## src/rtl/mul_share_arb_pkg.sv

```systemverilog
// ----------------------------------------------------------------------------
// mul_share_arb_pkg
// Shared definitions for the two-requester multiplier-sharing arbiter:
//   - LAT_DEF    : default multiplier pipeline latency (operands -> mul_prod)
//   - STAT_W_DEF : default statistics counter width
//   - ID_W       : requester-id width
//   - tag_t      : in-flight tag {valid, id} carried alongside the multiplier
// ----------------------------------------------------------------------------
package mul_share_arb_pkg;

    localparam int LAT_DEF    = 3;
    localparam int STAT_W_DEF = 16;
    localparam int ID_W       = 1;

    typedef struct packed {
        logic            valid;
        logic [ID_W-1:0] id;
    } tag_t;

endpackage : mul_share_arb_pkg

```

## src/rtl/mul_share_arb_rr.sv

```systemverilog
// ----------------------------------------------------------------------------
// mul_share_arb_rr
// Two-way round-robin picker, purely combinational.
//   valid_i[1:0] : requester valid bits
//   ptr_i        : requester favoured when both are valid (0 or 1)
//   grant_o[1:0] : one-hot (or zero) grant
// ----------------------------------------------------------------------------
module mul_share_arb_rr
    import mul_share_arb_pkg::*;
(
    input  logic [1:0] valid_i,
    input  logic       ptr_i,
    output logic [1:0] grant_o
);

    // Grant the lone requester, or the favoured one under contention.
    always_comb begin
        grant_o = 2'b00;
        case (valid_i)
            2'b01:   grant_o = 2'b01;
            2'b10:   grant_o = 2'b10;
            2'b11: begin
                if (ptr_i) begin
                    grant_o = 2'b10;
                end else begin
                    grant_o = 2'b01;
                end
            end
            default: grant_o = 2'b00;
        endcase
    end

endmodule : mul_share_arb_rr

```

## src/rtl/mul_share_arb.sv

```systemverilog
// ----------------------------------------------------------------------------
// mul_share_arb
// Shares one external pipelined 4x4 multiplier (latency LAT) between two
// requesters. A round-robin picker grants one requester per cycle; its
// operands are muxed onto mul_a/mul_b and a {valid,id} tag travels down a
// LAT-deep shift register so that mul_prod can be steered back to the right
// response port. Responses are one-cycle pulses, LAT+1 cycles after transfer.
//
// Ports:
//   clk, rst_n                      clock, async active-low reset
//   reqN_valid/reqN_ready           request handshake (N = 0,1)
//   reqN_a, reqN_b                  4-bit unsigned operands
//   rspN_valid/rspN_prod            response pulse and 8-bit product
//   mul_a, mul_b / mul_prod         shared multiplier interface
//   busy                            any operation accepted but not answered
//   stat_gnt0/1, stat_conflict      saturating statistics counters
//
// Configuration macro: MUL_SHARE_ARB_STATS_EN
//   defined   -> statistics counters are implemented
//   undefined -> stat ports are tied to zero, no counter flops
// ----------------------------------------------------------------------------
module mul_share_arb
    import mul_share_arb_pkg::*;
#(
    parameter int LAT    = LAT_DEF,
    parameter int STAT_W = STAT_W_DEF
) (
    input  logic              clk,
    input  logic              rst_n,
    input  logic              req0_valid,
    input  logic              req1_valid,
    output logic              req0_ready,
    output logic              req1_ready,
    input  logic [3:0]        req0_a,
    input  logic [3:0]        req0_b,
    input  logic [3:0]        req1_a,
    input  logic [3:0]        req1_b,
    output logic              rsp0_valid,
    output logic              rsp1_valid,
    output logic [7:0]        rsp0_prod,
    output logic [7:0]        rsp1_prod,
    output logic [3:0]        mul_a,
    output logic [3:0]        mul_b,
    input  logic [7:0]        mul_prod,
    output logic              busy,
    output logic [STAT_W-1:0] stat_gnt0,
    output logic [STAT_W-1:0] stat_gnt1,
    output logic [STAT_W-1:0] stat_conflict
);

    logic [1:0]          valid_s;
    logic [1:0]          grant_s;
    logic                xfer_s;
    logic [ID_W-1:0]     gnt_id_s;
    logic                ptr_q;
    logic                ptr_d;
    tag_t [LAT-1:0]      tag_q;
    tag_t [LAT-1:0]      tag_d;
    logic [1:0]          rsp_valid_q;
    logic [1:0]          rsp_valid_d;
    logic [7:0]          rsp0_prod_q;
    logic [7:0]          rsp0_prod_d;
    logic [7:0]          rsp1_prod_q;
    logic [7:0]          rsp1_prod_d;
    logic                tag_busy_s;

    // Valids are masked while reset is asserted so no grant leaks out.
    assign valid_s = {req1_valid, req0_valid} & {2{rst_n}};

    mul_share_arb_rr u_rr (
        .valid_i (valid_s),
        .ptr_i   (ptr_q),
        .grant_o (grant_s)
    );

    assign req0_ready = grant_s[0];
    assign req1_ready = grant_s[1];
    assign xfer_s     = grant_s[0] | grant_s[1];
    assign gnt_id_s   = grant_s[1];

    // Operand mux; an idle cycle sends a zero bubble into the multiplier.
    always_comb begin
        mul_a = 4'd0;
        mul_b = 4'd0;
        if (grant_s[0]) begin
            mul_a = req0_a;
            mul_b = req0_b;
        end else if (grant_s[1]) begin
            mul_a = req1_a;
            mul_b = req1_b;
        end else begin
            mul_a = 4'd0;
            mul_b = 4'd0;
        end
    end

    // Pointer next state: after a transfer the other requester is favoured.
    always_comb begin
        ptr_d = ptr_q;
        if (xfer_s) begin
            ptr_d = ~gnt_id_s;
        end else begin
            ptr_d = ptr_q;
        end
    end

    // Tag pipeline next state: stage 0 takes this cycle's transfer (or a bubble).
    always_comb begin
        tag_d          = tag_q;
        tag_d[0].valid = xfer_s;
        tag_d[0].id    = gnt_id_s;
        for (int i = 1; i < LAT; i++) begin
            tag_d[i] = tag_q[i-1];
        end
    end

    // Response capture: the last tag stage lines up with mul_prod this cycle.
    always_comb begin
        rsp_valid_d = 2'b00;
        rsp0_prod_d = rsp0_prod_q;
        rsp1_prod_d = rsp1_prod_q;
        if (tag_q[LAT-1].valid) begin
            if (tag_q[LAT-1].id == 1'b0) begin
                rsp_valid_d[0] = 1'b1;
                rsp0_prod_d    = mul_prod;
            end else begin
                rsp_valid_d[1] = 1'b1;
                rsp1_prod_d    = mul_prod;
            end
        end else begin
            rsp_valid_d = 2'b00;
        end
    end

    // State registers for pointer, tags and responses.
    always_ff @(posedge clk or negedge rst_n) begin
        if (!rst_n) begin
            ptr_q       <= 1'b0;
            tag_q       <= '0;
            rsp_valid_q <= 2'b00;
            rsp0_prod_q <= 8'd0;
            rsp1_prod_q <= 8'd0;
        end else begin
            ptr_q       <= ptr_d;
            tag_q       <= tag_d;
            rsp_valid_q <= rsp_valid_d;
            rsp0_prod_q <= rsp0_prod_d;
            rsp1_prod_q <= rsp1_prod_d;
        end
    end

    // OR-reduce the tag valid bits for busy.
    always_comb begin
        tag_busy_s = 1'b0;
        for (int i = 0; i < LAT; i++) begin
            tag_busy_s = tag_busy_s | tag_q[i].valid;
        end
    end

    assign busy       = tag_busy_s | rsp_valid_q[0] | rsp_valid_q[1];
    assign rsp0_valid = rsp_valid_q[0];
    assign rsp1_valid = rsp_valid_q[1];
    assign rsp0_prod  = rsp0_prod_q;
    assign rsp1_prod  = rsp1_prod_q;

`ifdef MUL_SHARE_ARB_STATS_EN
    localparam logic [STAT_W-1:0] STAT_MAX = {STAT_W{1'b1}};
    localparam logic [STAT_W-1:0] STAT_ONE = {{(STAT_W-1){1'b0}}, 1'b1};

    logic [STAT_W-1:0] gnt0_q;
    logic [STAT_W-1:0] gnt0_d;
    logic [STAT_W-1:0] gnt1_q;
    logic [STAT_W-1:0] gnt1_d;
    logic [STAT_W-1:0] conf_q;
    logic [STAT_W-1:0] conf_d;

    // Saturating increment, holding at all-ones.
    function automatic logic [STAT_W-1:0] sat_inc(input logic [STAT_W-1:0] v,
                                                  input logic              en);
        logic [STAT_W-1:0] r;
        if (en && (v != STAT_MAX)) begin
            r = v + STAT_ONE;
        end else begin
            r = v;
        end
        return r;
    endfunction

    // Counter next state: grants per requester and contended cycles.
    always_comb begin
        gnt0_d = sat_inc(gnt0_q, grant_s[0]);
        gnt1_d = sat_inc(gnt1_q, grant_s[1]);
        conf_d = sat_inc(conf_q, valid_s[0] & valid_s[1]);
    end

    // Statistics counter registers.
    always_ff @(posedge clk or negedge rst_n) begin
        if (!rst_n) begin
            gnt0_q <= '0;
            gnt1_q <= '0;
            conf_q <= '0;
        end else begin
            gnt0_q <= gnt0_d;
            gnt1_q <= gnt1_d;
            conf_q <= conf_d;
        end
    end

    assign stat_gnt0     = gnt0_q;
    assign stat_gnt1     = gnt1_q;
    assign stat_conflict = conf_q;
`else
    assign stat_gnt0     = '0;
    assign stat_gnt1     = '0;
    assign stat_conflict = '0;
`endif

endmodule : mul_share_arb

```

## config.mk

```make
export PLATFORM = sky130hd
export DESIGN_NAME = mul_share_arb
export DESIGN_NICKNAME = d
export VERILOG_FILES = /design/src/rtl/mul_share_arb_pkg.sv /design/src/rtl/mul_share_arb_rr.sv /design/src/rtl/mul_share_arb.sv
export SDC_FILE = /design/constraint.sdc
export NUM_CORES = 1
export LEC_CHECK = 0
export CORE_AREA = 2 2 67 69
export CTS_BUF_LIST = sky130_fd_sc_hd__clkbuf_8
export CTS_CLUSTER_SIZE = 12
export DETAILED_ROUTE_END_ITERATION = 6
export DIE_AREA = 0 0 69 71
export GPL_ROUTABILITY_DRIVEN = 0
export MAX_ROUTING_LAYER = met4
export PLACE_DENSITY = 0.82
export SLEW_MARGIN = 20
export SYNTH_ARGS = -nofsm -noshare
export SYNTH_HDL_FRONTEND = slang
export SYNTH_SLANG_ARGS = --single-unit
```

## constraint.sdc

```tcl
create_clock -name clk -period 1.5 [get_ports clk]
set_input_delay 0.3 -clock clk [delete_from_list [all_inputs] [get_ports clk]]
set_output_delay 0.3 -clock clk [all_outputs]
set_load 0.02 [all_outputs]
```

* After elaboration in Yosys (flattened, before gate mapping)
Index checks and enable logic that the tools add are counted.
Storage, ports and cells: memories kept 0, ROM bits 0, bits of input ports 28, bits in latches 0, flip-flop bits (word level) 25, memory bits (writable) 0, logic and storage cells 32
Cells by class: magnitude comparators 0, $add $sub $neg 0, bitwise operators 8, shifts and indexed selects 0, div/mod/pow operators 0, muxes and demuxes 9, multiply operators 0, reductions and logical operators 2, equal/unequal tests 3
Operator list (number):
- 2-to-1 mux 4 bit | 4
- case mux 2 bit (3 select lines) | 1
- bitwise OR 1 bit | 5
- == test 2 bit (second input constant) | 2
- 2-to-1 mux 2 bit | 2
- AND reduction 2 bit | 2
- bitwise AND 2 bit | 1
- == test 2 x 1 -> 1 bit (second input constant) | 1
- 2-to-1 mux 1 bit | 2
- NOT 1 bit | 2

* Logic depth before layout (Yosys ltp)
depth after elaboration 5, mapped depth 3, mapped depth without buffers 2

* Modules after synthesis
Synthesis repeated with hierarchy kept, for this count alone.
Unflattened totals: cell total of the unflattened synthesis 118, area, all modules 1381.3 sq um
By module, submodules not included:
- mul_share_arb | sequential area each 625.6 sq um, area each 1362.6 sq um, instances 1, cells an instance 115
- mul_share_arb_rr | sequential area each 0.0 sq um, area each 18.8 sq um, instances 1, cells an instance 3

* Least setup slack after synthesis
Ideal clock, no wire load.
kind reg2out, start point register ptr_q, end point output port mul_a[0], path buffers 1, stages on the path, launching flop included 4, arrival time 1.158 ns, path slack 0.042 ns, cell sequence dfrtp_1 -> nor2b_1 -> buf_6 -> o32ai_1
Between the ends: word-level cells in the longest chain between the ends 4
Ends and longest elaborated chain:
- start, declared | RTL line mul_share_arb.sv:55 | logic ptr_q;
- start signal, assigned | RTL line mul_share_arb.sv:144 | ptr_q <= ptr_d;
- 2-to-1 mux 2 bit (*) | RTL line mul_share_arb_rr.sv:23 | if (ptr_i) begin
- case mux 2 bit (3 select lines) (*) | RTL line mul_share_arb_rr.sv:19 | case (valid_i)
- 2-to-1 mux 4 bit | RTL line mul_share_arb.sv:88 | end else if (grant_s[1]) begin
- 2-to-1 mux 4 bit (*) | RTL line mul_share_arb.sv:85 | if (grant_s[0]) begin
- end, declared | RTL line mul_share_arb.sv:42 | output logic [3:0] mul_a,
Mark *: on every way between the ends. The rest lies on a longest branch, timed or not.

* Final worst setup path
start point register ptr_q, end point output port mul_a[3]
The elaborated chain is that of the path after synthesis.

==> flow_summary.toml <==
[status]
status = "finished with violations"
violations = "setup timing"

[clock_network]
clkTransAtPathRegs_ps = 80
cts_hold_buffers = 0
clock_path_buffers = 2
clkLatencyLatePin_ps = 250
cts_tree = "done"
cts-htree-levels = 1
clock_sinks = 25
cts_buffers = 3
clockRootBuffer = "clkbuf_8"

[power]
ir_drop_v = 0.000483
p_int_uw = 1350
power_frac_comb_pct = 41.2
seqPwrFrac_pct = 41.2
p_sw_uw = 726
leakagePower_uw = 0.00102
p_sw_share_pct = 35.0
p_per_area_nw_per_um2 = 981
clkPwrFrac_pct = 17.6

[setup_path]
end_kind = "output pin"
path_max_fanout = 8
worst_path_max_delay_cell = "dfrtp_2"
cpPeakStageDelay_ps = 450
crit_arrival_ps = 1340
worstSetupStartpointType = "flip-flop"
crit_type = "flip-flop to output pin"
required_ps = 1200
critical_path.cell_chain = "a21bo_4, o32ai_2, buf_4"

[drt]
drt_pass1_iterations = 4
vias = 1074
final_antenna_net_count = 0
drtIter0Drc = 106
routed_via_density = 4.28
wl_per_cell_um = 13.2
finalWirelength_mm = 3.32
route.detailed.drc = 0

[cells_and_area]
final_common_cell = "conb_1"
drive_gt1_share_pct = 29.1
layout_common_cells = "conb_1, clkdlybuf4s50_1, dfrtp_1"
nets = 228
antennaDiodeCount = 0
final_core_util_pct = 50.3
area_growth_pct = 44.7

[logic_synthesis]
synthCells = 135
ys_seq_elements = 25
yosysWarnings = 0
synth_seq_area_share_pct = 42.8
synthDistinctLibCells = 19
netlist_area_um2 = 1460
synth.avg_cell_area_um2 = 10.8

[grt]
grt_pass1_vias = 962
overflow = 0
grt_first_pass_wirelength_mm = 4.58
grt_max_degree = 24
grt_usage_pct = 11.7
antenna_found_initial = 0

[sta]
worst_slack_ps = -140
setup_viol = 8
hold_viol = 0
fin_crit_ps = 1640
fmax_mhz = 610
report.final.slew_viol_count = 0
fin_skew_ps = 1.25
rsz0062_at_grt = "true"
fin_crit_sh_pct = 109

[min_path]
hp-class = "primary input to async pin"

[floorplanning]
dieArea_um2 = 4900
die_width_um = 69
initial_utilization_pct = 34.8
core-area_um2 = 4200
num_rows = 24
ioPinCount = 105
die_h_um = 71

[run]
max-cap-violations = 0

[placement]
dp_hpwl_mm = 2.36
post-place-ws_ps = -819
numPortBuffers = 56
## registers in the layout, indices dropped and copies added, names as in the netlist
register,count
tag_q,2
rsp1_prod,8
ptr_q,1
tag_d,4
rsp0_prod,8
rsp_valid_q,2
## metrics by stage
stage / setup TNS (ps) / hold WS, ps / power, uW / cell area [um2] / cells
final: -681 / 105 / 2080 / 2120 / 251
after global routing: -1070 / 103 / 2180 / 2120 / 251
after CTS: -581 / 95.8 / 2000 / 1950 / 250
after detailed placement: -7990 / 336 / 1720 / 1940 / 246
after global placement: -7910 / 336 / 1690 / 1940 / 246
after floorplan: 0 / 4.41 / 1410 / 1640 / 182
## what timing repair did
action	in CTS	in global routing
pin swaps	0	9
buffers inserted	0	1
gates resized for setup	80	27
endpoints found under the setup margin	29	10
## per-layer routing
layer	global-route usage [%]	routed length (um)	vias up
met5	-	0	-
met4	2.18	61	0
met3	3.42	315	8
met2	20.5	1740	81
met1	13.6	1200	506
li1	-	-	479
## worst max-delay path, delay by kind of cell, from the launching register on
kind	cells	cell delay, ps
flops	1	450
compound gates	2	440
buf+inv	1	200
## Yosys cell counts
cell type,instances,share of area (%)
mux2_4,8,8.2
o21ai_0,1,0.34
buf_6,2,1.5
conb_1,1,0.26
nor2b_4,1,0.94
nand2_2,1,0.43
o21a_1,1,0.51
inv_1,2,0.51
a21bo_2,2,1.4
mux2_2,8,6.2
nand2_1,19,4.9
nor3_1,1,0.34
nor2b_1,1,0.43
nor2_1,2,0.51
buf_4,48,25
o32ai_1,8,4.8
dfrtp_1,25,43
buf_2,3,1.0
a21oi_1,1,0.34
## layout make-up
type,instances,area [um2]
Timing Repair Buffer,66,621
Clock buffer,3,41.3
Sequential cell,25,627
Fill cell,375,2090
Multi-Input combinational cell,102,751
Tap cell,52,65.1
Clock inverter,1,3.75
Inverter,2,7.51
## path summary, 6_finish.rpt
check                                            to               start  slack (ps)  depth (start not counted)
setup / recovery                           mul_a[3]   ptr_q$_DFFE_PN0P_        -140                          3
hold / removal                    ptr_q$_DFFE_PN0P_               rst_n         110                          3
setup reg to reg           rsp0_prod[5]$_DFFE_PN0P_  tag_q[5]$_DFF_PN0_         200                          3
hold reg to reg                  tag_q[4]$_DFF_PN0_  tag_d[4]$_DFF_PN0_         350                          0
max in group asynchronous  rsp0_prod[2]$_DFFE_PN0P_               rst_n        1080                          3
min in group clk                 tag_q[4]$_DFF_PN0_  tag_d[4]$_DFF_PN0_         350                          0
## cells by family after synthesis
group,share of synthesized area [%]
AOI/OAI and AO/OA,7.36
buffers and inverters,27.7
DFF,42.8
muxes,14.4
other,0.256
and+or+nand+nor,7.53
## power groups by stage
stage	clock, uW	combinational, uW	sequential [uW]
after floorplan	0	430	984
after global placement	0	830	856
after detailed placement	0	846	870
after CTS	377	769	857
after global routing	403	902	871
final	365	855	856
Power figures use the tool's default switching activity.
